## config.mk

```make
export PLATFORM = sky130hd
export DESIGN_NAME = instr_fetch
export DESIGN_NICKNAME = d
export VERILOG_FILES = /design/src/rtl/ifetch_pkg.sv /design/src/rtl/fetch_fifo.sv /design/src/rtl/instr_fetch.sv
export SDC_FILE = /design/constraint.sdc
export NUM_CORES = 1
export LEC_CHECK = 0
export CORE_UTILIZATION = 29
export CTS_CLUSTER_DIAMETER = 100
export CTS_CLUSTER_SIZE = 24
export DETAILED_ROUTE_END_ITERATION = 16
export HOLD_SLACK_MARGIN = 0.03
export PLACE_DENSITY = 0.51
export SLEW_MARGIN = 20
export SYNTH_ARGS = -nofsm -noshare
export SYNTH_HDL_FRONTEND = slang
export SYNTH_SLANG_ARGS = --single-unit
```

## constraint.sdc

```tcl
create_clock -name clk -period 7.7 [get_ports clk]
set_clock_uncertainty 0.2 [all_clocks]
set_input_delay 1.54 -clock clk [delete_from_list [all_inputs] [get_ports clk]]
set_output_delay 1.54 -clock clk [all_outputs]
set_load 0.01 [all_outputs]
```

## src/rtl/ifetch_pkg.sv

```systemverilog
// ============================================================================
// Module   : ifetch_pkg
// Brief    : Shared types and constants for the instruction fetch stage.
// Revision : 1.0
// ============================================================================
`default_nettype none

package ifetch_pkg;

  typedef enum logic [0:0] {
    RUN   = 1'b0,
    FLUSH = 1'b1
  } state_e;

  localparam int unsigned INSTR_BYTES      = 4;
  localparam logic [31:0] RESET_PC_DEFAULT = 32'h0000_0000;

endpackage : ifetch_pkg

`default_nettype wire

```

## src/rtl/fetch_fifo.sv

```systemverilog
// ============================================================================
// Module   : fetch_fifo
// Brief    : Small synchronous FIFO with clear, buffering fetched words.
// Revision : 1.0
// ============================================================================
`default_nettype none

module fetch_fifo #(
  parameter int unsigned WIDTH = 64,
  parameter int unsigned DEPTH = 2
) (
  input  logic                         clk,
  input  logic                         rst_n,
  input  logic                         clr_i,
  input  logic                         push_i,
  input  logic [WIDTH-1:0]             data_i,
  input  logic                         pop_i,
  output logic [WIDTH-1:0]             data_o,
  output logic                         full_o,
  output logic                         empty_o,
  output logic [$clog2(DEPTH+1)-1:0]   count_o
);

  localparam int unsigned PW = (DEPTH > 1) ? $clog2(DEPTH) : 1;
  localparam int unsigned CW = $clog2(DEPTH + 1);

  logic [WIDTH-1:0] mem_q [DEPTH];
  logic [PW-1:0]    rd_ptr_q;
  logic [PW-1:0]    wr_ptr_q;
  logic [CW-1:0]    count_q;
  logic             do_push;
  logic             do_pop;

  function automatic logic [PW-1:0] next_ptr(input logic [PW-1:0] p);
    return (p == PW'(DEPTH - 1)) ? '0 : p + 1'b1;
  endfunction

  assign full_o  = (count_q == CW'(DEPTH));
  assign empty_o = (count_q == '0);
  assign count_o = count_q;
  assign data_o  = mem_q[rd_ptr_q];

  assign do_push = push_i && !full_o && !clr_i;
  assign do_pop  = pop_i && !empty_o && !clr_i;

  always_ff @(posedge clk or negedge rst_n) begin
    if (!rst_n) begin
      rd_ptr_q <= '0;
      wr_ptr_q <= '0;
      count_q  <= '0;
    end else if (clr_i) begin
      rd_ptr_q <= '0;
      wr_ptr_q <= '0;
      count_q  <= '0;
    end else begin
      if (do_push) wr_ptr_q <= next_ptr(wr_ptr_q);
      if (do_pop)  rd_ptr_q <= next_ptr(rd_ptr_q);
      case ({do_push, do_pop})
        2'b10:   count_q <= count_q + 1'b1;
        2'b01:   count_q <= count_q - 1'b1;
        default: count_q <= count_q;
      endcase
    end
  end

  always_ff @(posedge clk or negedge rst_n) begin
    if (!rst_n) begin
      for (int i = 0; i < DEPTH; i++) mem_q[i] <= '0;
    end else if (do_push) begin
      mem_q[wr_ptr_q] <= data_i;
    end
  end

  // Upstream credit accounting must make an overflowing push impossible.
  a_no_overflow : assert property (@(posedge clk) disable iff (!rst_n)
    !(push_i && full_o && !clr_i));

endmodule : fetch_fifo

`default_nettype wire

```

## src/rtl/instr_fetch.sv

```systemverilog
// ============================================================================
// Module   : instr_fetch
// Brief    : PC generation, credit-limited imem requests and decode handoff.
// Revision : 1.0
// ============================================================================
`default_nettype none

module instr_fetch
  import ifetch_pkg::*;
#(
  parameter int unsigned       DWIDTH   = 32,
  parameter int unsigned       AWIDTH   = 32,
  parameter logic [AWIDTH-1:0] RESET_PC = AWIDTH'(RESET_PC_DEFAULT),
  parameter int unsigned       DEPTH    = 2
) (
  input  logic              clk,
  input  logic              rst_n,
  output logic              imem_req_valid,
  input  logic              imem_req_ready,
  output logic [AWIDTH-1:0] imem_req_addr,
  input  logic              imem_rsp_valid,
  input  logic [DWIDTH-1:0] imem_rsp_data,
  input  logic              redirect_valid,
  input  logic [AWIDTH-1:0] redirect_pc,
  output logic              instr_valid,
  input  logic              instr_ready,
  output logic [DWIDTH-1:0] instr,
  output logic [AWIDTH-1:0] instr_pc
);

  localparam int unsigned CW = $clog2(DEPTH + 1);
  localparam int unsigned SW = CW + 1;

  state_e              state_q;
  state_e              state_d;
  logic [AWIDTH-1:0]   pc_q;
  logic [AWIDTH-1:0]   pc_d;
  logic [CW-1:0]       outst_q;
  logic [CW-1:0]       outst_d;

  logic                req_hs;
  logic                fifo_push;
  logic                fifo_pop;
  logic                fifo_full;
  logic                fifo_empty;
  logic [CW-1:0]       fifo_count;
  logic [AWIDTH-1:0]   rsp_pc;
  logic [DWIDTH+AWIDTH-1:0] fifo_dout;
  logic                unused_bits;

  assign req_hs = imem_req_valid && imem_req_ready;

  // In RUN the outstanding requests are the last outst_q addresses before pc_q,
  // so the oldest one (the one responding now) sits outst_q words back.
  assign rsp_pc = pc_q - (AWIDTH'(outst_q) << 2);

  always_ff @(posedge clk or negedge rst_n) begin
    if (!rst_n) begin
      state_q <= RUN;
      pc_q    <= RESET_PC;
      outst_q <= '0;
    end else begin
      state_q <= state_d;
      pc_q    <= pc_d;
      outst_q <= outst_d;
    end
  end

  always_comb begin
    outst_d = outst_q;
    case ({req_hs, imem_rsp_valid})
      2'b10:   outst_d = outst_q + 1'b1;
      2'b01:   outst_d = outst_q - 1'b1;
      default: outst_d = outst_q;
    endcase
  end

  always_comb begin
    pc_d = pc_q;
    if (redirect_valid) begin
      pc_d = {redirect_pc[AWIDTH-1:2], 2'b00};
    end else if (req_hs) begin
      pc_d = pc_q + AWIDTH'(INSTR_BYTES);
    end
  end

  always_comb begin
    state_d = state_q;
    if (redirect_valid) begin
      state_d = (outst_d == '0) ? RUN : FLUSH;
    end else if ((state_q == FLUSH) && (outst_d == '0)) begin
      state_d = RUN;
    end
  end

  always_comb begin
    imem_req_valid = 1'b0;
    fifo_push      = 1'b0;
    if (state_q == RUN) begin
      imem_req_valid = rst_n && !redirect_valid &&
                       (({1'b0, outst_q} + {1'b0, fifo_count}) < SW'(DEPTH));
      fifo_push      = imem_rsp_valid && !redirect_valid;
    end
  end

  assign imem_req_addr = pc_q;
  assign fifo_pop      = instr_valid && instr_ready && !redirect_valid;

  fetch_fifo #(
    .WIDTH (DWIDTH + AWIDTH),
    .DEPTH (DEPTH)
  ) u_fifo (
    .clk     (clk),
    .rst_n   (rst_n),
    .clr_i   (redirect_valid),
    .push_i  (fifo_push),
    .data_i  ({imem_rsp_data, rsp_pc}),
    .pop_i   (fifo_pop),
    .data_o  (fifo_dout),
    .full_o  (fifo_full),
    .empty_o (fifo_empty),
    .count_o (fifo_count)
  );

  assign instr_valid        = !fifo_empty;
  assign {instr, instr_pc}  = fifo_empty ? '0 : fifo_dout;

  assign unused_bits = ^{redirect_pc[1:0], fifo_full};

  a_rsp_has_request : assert property (@(posedge clk) disable iff (!rst_n)
    imem_rsp_valid |-> (outst_q != '0));

endmodule : instr_fetch

`default_nettype wire
```

Yosys cells after proc, flatten, opt, wreduce, memory -nomap -nowiden

Index checks and enable logic that the tools add are counted.

Bits of input ports: 70
Bits in latches: 0
RAM bits: 0
Bits in read-only memories: 0
Output and inout bits: 98
Register bits after elaboration: 167
Memories kept: 0
Logic and storage cells: 73

Add/sub/neg operators: 9
Mux-type cells: 23
Multiply operators: 0
Shifts and indexed selects: 0
Reduce and logical (&&, ||, !) cells: 22
Bitwise operators: 2
$lt $le $gt $ge: 4
Div/mod/pow operators: 0
Equal/unequal tests: 5

Operators by type and width:

| operator                                                                      | number |
|---|---|
| 64-bit 2-to-1 mux                                                             | 5 |
| 128-bit bitwise mux                                                           | 1 |
| 64-bit demux with 1-bit select                                                | 1 |
| 32-bit 2-to-1 mux                                                             | 2 |
| 32-bit by 3-bit adder with 32-bit output (second input constant)              | 1 |
| 32-bit by 4-bit subtractor with 32-bit output                                 | 1 |
| 1-bit logical AND                                                             | 12 |
| 1-bit 2-to-1 mux                                                              | 11 |
| 2-bit case mux with 2 select lines                                            | 2 |
| 2-bit nonzero test                                                            | 4 |
| 2-bit == test (second input constant)                                         | 3 |
| 2-bit by 1-bit adder with 2-bit output (second input constant)                | 2 |
| 2-bit by 1-bit == test with 1-bit output (second input constant)              | 2 |
| 2-bit >= comparator (second input constant)                                   | 2 |
| 2-bit logical NOT                                                             | 2 |
| 1-bit NOT with 2-bit output                                                   | 2 |
| 2-bit by 1-bit subtractor with 2-bit output (second input constant)           | 2 |
| 2-bit by 2-bit adder with 3-bit output                                        | 1 |
| 1-bit logical NOT                                                             | 3 |
| 3-bit by 2-bit less-than comparator with 1-bit output (second input constant) | 1 |
| 3-bit nonzero test                                                            | 1 |
| 1-bit adder (second input constant)                                           | 2 |
| 2-bit by 1-bit less-than comparator with 1-bit output (second input constant) | 1 |
| 2-bit 2-to-1 mux                                                              | 1 |

Depth between registers and ports, before layout

Gate-level depths: netlist of the first run.

Depth after elaboration: 11
Gate-level depth with buffers: 12
Mapped depth without buffers: 11

Modules after synthesis

A second synthesis of the first run with hierarchy kept.

Cells, all modules: 748
Area total of the unflattened synthesis: 8828.5 µm²

Modules (own cells, without submodules):

| module      | sequential area each (µm²) | area each (µm²) | times used | cells an instance |
|---|---|---|---|---|
| fetch_fifo  | 3303.2                     | 5738.0          | 1          | 365 |
| instr_fetch | 825.8                      | 3090.5          | 1          | 383 |

Worst setup path before layout of the first run

No wires, ideal clock.

Path type: input -> output
Start point: input redirect_valid
End point: output imem_req_valid
Slack: 3660 ps
Path buffers: 0
Required time: 5960 ps
Stages on the path: 2
Arrival: 2300 ps
Path through: or2_1 -> nor4b_1

Cells in the longest elaborated chain, start to end: 4

Ends and longest elaborated chain:

| what                           | RTL line           | text |
|---|---|---|
| start: declaration             | instr_fetch.sv:23  | `input logic redirect_valid,` |
| 1-bit logical NOT              | instr_fetch.sv:100 | `imem_req_valid = rst_n && !redirect_valid &&` |
| 1-bit logical AND (2 in a row) | instr_fetch.sv:100 |  |
| 1-bit 2-to-1 mux               | instr_fetch.sv:99  | `if (state_q == RUN) begin` |
| end: declaration               | instr_fetch.sv:18  | `output logic imem_req_valid,` |

Every way passes these cells.

Worst setup path after layout of the first run

Ends and elaborated chain as after synthesis.

==> results.cfg, run 1 <==
[status]
run_status = completed

[setup_path]
path_cells = clkdlybuf4s50_1, or2_1, nor4b_1, clkdlybuf4s50_1
cp-startpoint = redirect_valid
critPathMaxFanout = 4
crit_family = buffers and inverters
path_depth = 4
slowest_delay_ps = 630
r2r-start = u_fifo.count_o[0]
worstSetupEndpointType = primary output
rr_endpoint = state_q
worst-r2r-cell-count = 10
critPathBufInv = 2
cp_common_cell = clkdlybuf4s50_1
crit_path_end = imem_req_valid
r2r_slack_ps = 4360
start_kind = input pin
crit_type = input pin to primary output
worstPathRequired_ps = 5960
worstPathArrival_ps = 3350
cp_slowest_cell = clkdlybuf4s50_1

[placement]
gp_congestion = 0.836
portBuffers = 161
post-dp-hpwl_um = 14700
place_inst = 1304

[clock_network]
cts_buffer_depth = 2
ctsHoldBuffers = 0
htree_num_levels = 4
clock_sinks = 161
post_cts_resized = 0
cts_tree = yes
cts_root_buf = clkbuf_16
post_cts_buffers = 0
cts_buffers = 17
path_clk_slew_ps = 70
clk_latency_ps = 420

[drt]
route.met3.wl_um = 1140
met2WireLength_um = 9190
route.top_layer_used = met4
wirelength_met1_um = 11000
num_vias = 6273
routed_wl_um = 21600
ant_nets = 0
drt_iter0_markers = 256
wire_per_inst_um = 16.2
drcViolationCount = 0
dr.pass1.iters = 6
viasPerCell = 4.70

[pwr]
p_switching_mw = 0.985
power_density_nw_per_um2 = 292
p_comb_share_pct = 29.0
irDropWorstVdd_uv = 136
power.share.clock_pct = 26.4
leakagePower_nw = 4.17
p_total_mw = 3.14
sequentialPowerShare_pct = 44.6
netSwitchingFraction_pct = 31.4
internal_power_mw = 2.15

[yosys]
synth_edf_count = 0
synth-async-reset-ratio_pct = 100
synthMuxAreaShare_pct = 16.7
synth_common_cells = dfrtp_1 (161), nor2_1 (128), mux2_2 (67)
synth.yosys.warnings = 0
synthDistinctLibCells = 58
synth-compound-area-share_pct = 7.50
synth_top_area_share_pct = 48.7
syn_inst = 816
syn_area_um2 = 8270
synth-xor-area-share_pct = 4.87
ys.flop_type = dfrtp_1
ys_seq_area_share_pct = 48.7
yosysTopAreaCell = dfrtp_1
yosys-top-cells-area = dfrtp_1 (49%), mux2_2 (9.1%), mux2i_1 (7.6%)
avgSynthCellArea_um2 = 10.1
synth_top_family_by_area = simple AND/OR/NAND/NOR gates
synth_seq_cells = 161
synthAdderAreaFrac_pct = 1.09
synth.most_common_cell = dfrtp_1
yosys.area_share.simple_pct = 17.0

[die]
core_area_um2 = 27900
ios = 168
initial_core_util_pct = 29.6
rows = 61
die_y_um = 171
dieArea_um2 = 29200
die_width_um = 171

[cells_and_area]
multi_input_area_um2 = 3940
num-nets-final = 1021
regArea_um2 = 4030
nFillCells = 2824
utilization_pct = 38.5
fin_cells = 1336
antennaDiodeCount = 0
syn2layout_area_growth_pct = 30.0
final_layout_size_suffix_gt1_share_pct = 13.4

[timing]
fmax_mhz = 196
setup_tns_ps = 0
drv_slew = 0
period_share_pct = 66.1
setup_viol = 0
fin_crit_ps = 5090
tightest_slew_ps = 1040
hold_violations = 0
rsz0062_at_grt = false
whs_ps = 278
maxSlewHeadroom_pct = 30.6

[grt]
antenna_found_initial = 0
grt_overflow_total = 0
grt_pass1_vias = 6286
grt_pass1_wl_um = 35000
grt_usage_pct = 15.5
grt_max_degree = 92

[worst_hold_path]
hold_path_class = flip-flop to flip-flop

[flow_run]
drv_cap = 0
==> per-layer routing <==
metal  track usage (%)  vias up
li1                  -     3067
met1              22.8     3008
met2              22.6      175
met3              3.15       23
met4              4.50        0
met5                 0        -
==> per-stage QoR <==
stage / worst slack [ps] / instance area (um2)
3_3_place_gp: 2610 / 10200
3_5_place_dp: 2670 / 10200
6_report: 2610 / 10700
5_1_grt: 2580 / 10700
4_1_cts: 2640 / 10700
2_1_floorplan: 3660 / 8280
==> state kept, by name, summed over array words and instances, names as in the netlist <==
register,flops
state_q,1
u_fifo.count_o,2
u_fifo.mem_q,124
imem_req_addr,30
u_fifo.rd_ptr_q,1
u_fifo.wr_ptr_q,1
outst_q,2
==> placed cells by master (no fill, tap or decap), drive strengths merged, types with 3 or more instances in the layout <==
master,Yosys,routed
dfrtp,161,161
clkdlybuf4s50,0,160
nor2,129,129
mux2,67,67
mux2i,63,63
nand2,60,60
o21ai,50,50
xnor2,35,35
a21oi,35,35
clkbuf,29,21
inv,16,18
nor3,17,17
nor4,14,14
nand4,13,13
xor2,11,11
nand3,11,11
or3,11,11
buf,33,9
a31oi,8,8
clkinv,0,6
nand2b,4,4
ha,4,4
conb,1,4
and3,4,4
or2,4,4
or4,4,4
o31ai,3,3
a311oi,3,3
==> final cells by class <==
| class | count | share of cell area, % |
|---|---|---|
| repair buffers | 169 | 15.6 |
| inverters | 16 | 0.559 |
| clock inverters | 11 | 0.966 |
| well taps | 378 | 4.40 |
| multi-input cells | 580 | 36.6 |
| clock buffers | 21 | 4.38 |
| flip-flops and latches | 161 | 37.5 |
==> worst min path at each step <==
stage / startpoint / end / slack, ps / cells after the start
final: u_fifo.mem_q[83] / u_fifo.mem_q[83] / 280 / 2
after global placement: u_fifo.mem_q[70] / u_fifo.mem_q[70] / 260 / 2
after global routing: u_fifo.mem_q[92] / u_fifo.mem_q[92] / 300 / 2
after CTS: u_fifo.mem_q[71] / u_fifo.mem_q[71] / 280 / 2
after detailed placement: u_fifo.mem_q[86] / u_fifo.mem_q[86] / 270 / 2
after floorplan: u_fifo.mem_q[66] / u_fifo.mem_q[66] / 250 / 2
==> kinds of logic (layout without fill, tap and decap cells) <==
| group | after synthesis | in the layout |
|---|---|---|
| AND/OR/NAND/NOR | 284 | 284 |
| flip-flops | 161 | 161 |
| multiplexers | 130 | 130 |
| AO/OA/AOI/OAI | 110 | 110 |
| buffers and inverters | 78 | 217 |
| XOR/XNOR | 46 | 46 |
| adder cells (fa/ha/maj) | 6 | 6 |
| other | 1 | 4 |
==> power by group through the flow <==
stage	Combinational [mW]	Sequential, mW	Clock, mW
floorplan	0.644	1.35	0
global placement	0.910	1.41	0
detailed placement	0.925	1.42	0
CTS	0.928	1.40	0.858
global route	1.02	1.45	0.894
finish	0.910	1.40	0.829
==> worst reg2reg max path: cells and delay by family, from the launching register on <==
family	cells	cell delay, ps
and+or+nand+nor	6	1270
adders and majority gates	2	900
DFF	1	460
buffers and inverters	1	310
xor gates and xnor gates	1	150
(Power assumes the default switching activity.)
==> run 2, diff against run 1 <==
Clock period 7.7 ns to 5.3 ns, I/O delays scaled along.
==> run 2 against run 1 <==
Final cell count up 0.30%. Count of clock-buffer cells in the layout down 3. Die area unchanged. Critical path depth unchanged. Largest cell class unchanged. Clock power up 51%. Core utilization up 0.17 points. Worst hold slack about the same. Sequential power up 46%.
==> results.cfg, run 2 (synthesized netlist as in run 1, its figures left out) <==
[status]
run_status = completed

[clock_network]
cts_buffers = 17
cts_buffer_depth = 2
ctsHoldBuffers = 0
post_cts_resized = 0
cts_tree = yes
clk_latency_ps = 420
post_cts_buffers = 0
clock_sinks = 161
htree_num_levels = 4
path_clk_slew_ps = 70
cts_root_buf = clkbuf_16

[drt]
drcViolationCount = 0
drt_iter0_markers = 269
routed_wl_um = 21500
ant_nets = 0
dr.pass1.iters = 4
wire_per_inst_um = 16.1
viasPerCell = 4.66
num_vias = 6247

[setup_path]
worstSetupEndpointType = primary output
r2r_slack_ps = 1970
crit_family = buffers and inverters
start_kind = input pin
critPathBufInv = 2
cp_slowest_cell = clkdlybuf4s50_1
cp_common_cell = clkdlybuf4s50_1
crit_type = input pin to primary output
cp-startpoint = redirect_valid
slowest_delay_ps = 610
r2r-start = u_fifo.count_o[0]
critPathMaxFanout = 4
worstPathArrival_ps = 2770
path_cells = clkdlybuf4s50_1, or2_1, nor4b_1, clkdlybuf4s50_1
worstPathRequired_ps = 4040

[timing]
drv_slew = 0
maxSlewHeadroom_pct = 34.8
rsz0062_at_grt = false
setup_tns_ps = 0
hold_violations = 0
tightest_slew_ps = 978
fin_crit_ps = 4030
period_share_pct = 76.1
setup_viol = 0
fmax_mhz = 248
fin_ws_ps = 1270

[placement]
portBuffers = 161
place_area_um2 = 10200
post-dp-hpwl_um = 14900
gp_congestion = 0.822
place_ws_ps = 1280

[pwr]
power_density_nw_per_um2 = 427
leakagePower_nw = 4.19
p_total_mw = 4.61
irDropWorstVdd_uv = 200

[grt]
grt_overflow_total = 0
grt_pass1_wl_um = 34400
antenna_found_initial = 0
grt_max_degree = 77
grt_pass1_vias = 6306
grt_usage_pct = 15.4

[cells_and_area]
num-nets-final = 1025
syn2layout_area_growth_pct = 30.5
final_layout_size_suffix_gt1_share_pct = 13.8
regMostFlops = u_fifo.mem_q
final_cell_mix = dfrtp_1 (160), clkdlybuf4s50_1 (160), nor2_1 (127)
antennaDiodeCount = 0
final_area_um2 = 10800
largest_reg_flops = 124

[die]
dieArea_um2 = 29200
initial_core_util_pct = 29.6
core_area_um2 = 27900
die_y_um = 171
die_width_um = 171
ios = 168
rows = 61

[flow_run]
drv_cap = 0

[worst_hold_path]
hold_path_class = input pin to asynchronous set/reset pin
[run 2: cell types whose count changed in the layout (fill, tap and decap cells not counted)]
| cell | delta |
|---|---|
| buf_4 | +4 |
| inv_6 | +3 |
| clkbuf_8 | -2 |
| bufinv_16 | +1 |
| clkbuf_1 | -1 |
| clkinv_2 | -1 |
| clkinv_4 | -1 |
| clkinvlp_4 | +1 |
[run 2: final timing paths]
| check | endpoint | depth (start not counted) |
|---|---|---|
| worst max-delay path | imem_req_valid | 4 |
| worst min-delay path | u_fifo.mem_q[68] | 1 |
| worst max register to register | state_q | 10 |
| worst min register to register | u_fifo.mem_q[71] | 2 |
| max in group asynchronous | u_fifo.mem_q[118] | 2 |
| min in group clk | u_fifo.mem_q[71] | 2 |
[run 2: cell type report]
class                      instances  area (um2)
multi-input combinational        580        3940
inverter                          16        60.1
clock buffer                      18         439
tap                              378         473
fill                            2824       17100
clock inverter                    14         154
timing repair buffer             173        1700
sequential                       161        4030
[run 2: through the flow]
stage,instances,util [%],hold WS [ps]
floorplan,819,-,249
global placement,1308,36.5,260
detailed placement,1308,36.5,269
CTS,1340,38.7,262
global route,1340,38.7,265
finish,1340,38.7,278
[run 2: where the power goes]
group / switching, mW / internal [mW] / leakage, nW
Sequential: 0.317 / 1.72 / 1.98
Combinational: 0.602 / 0.722 / 1.93
Clock: 0.534 / 0.714 / 0.284
[run 2: worst register-to-register path, stage by stage (launching register included)]
cell and delay, ps:
dfrtp_1 450, and2_1 180, fa_1 510, nand4bb_1 420, nor2_4 360, inv_1 300
ha_1 390, nor2_1 140, xnor2_1 90, nor2_1 130, nor2_1 50
[run 2: layer usage]
layer / part of all wire (%) / vias to the layer above / track usage (%)
met5: 0 / - / 0
met3: 5.8 / 26 / 3.98
li1: - / 3080 / -
met1: 49 / 2975 / 21.1
met2: 43 / 166 / 23.5
met4: 1.8 / 0 / 4.97
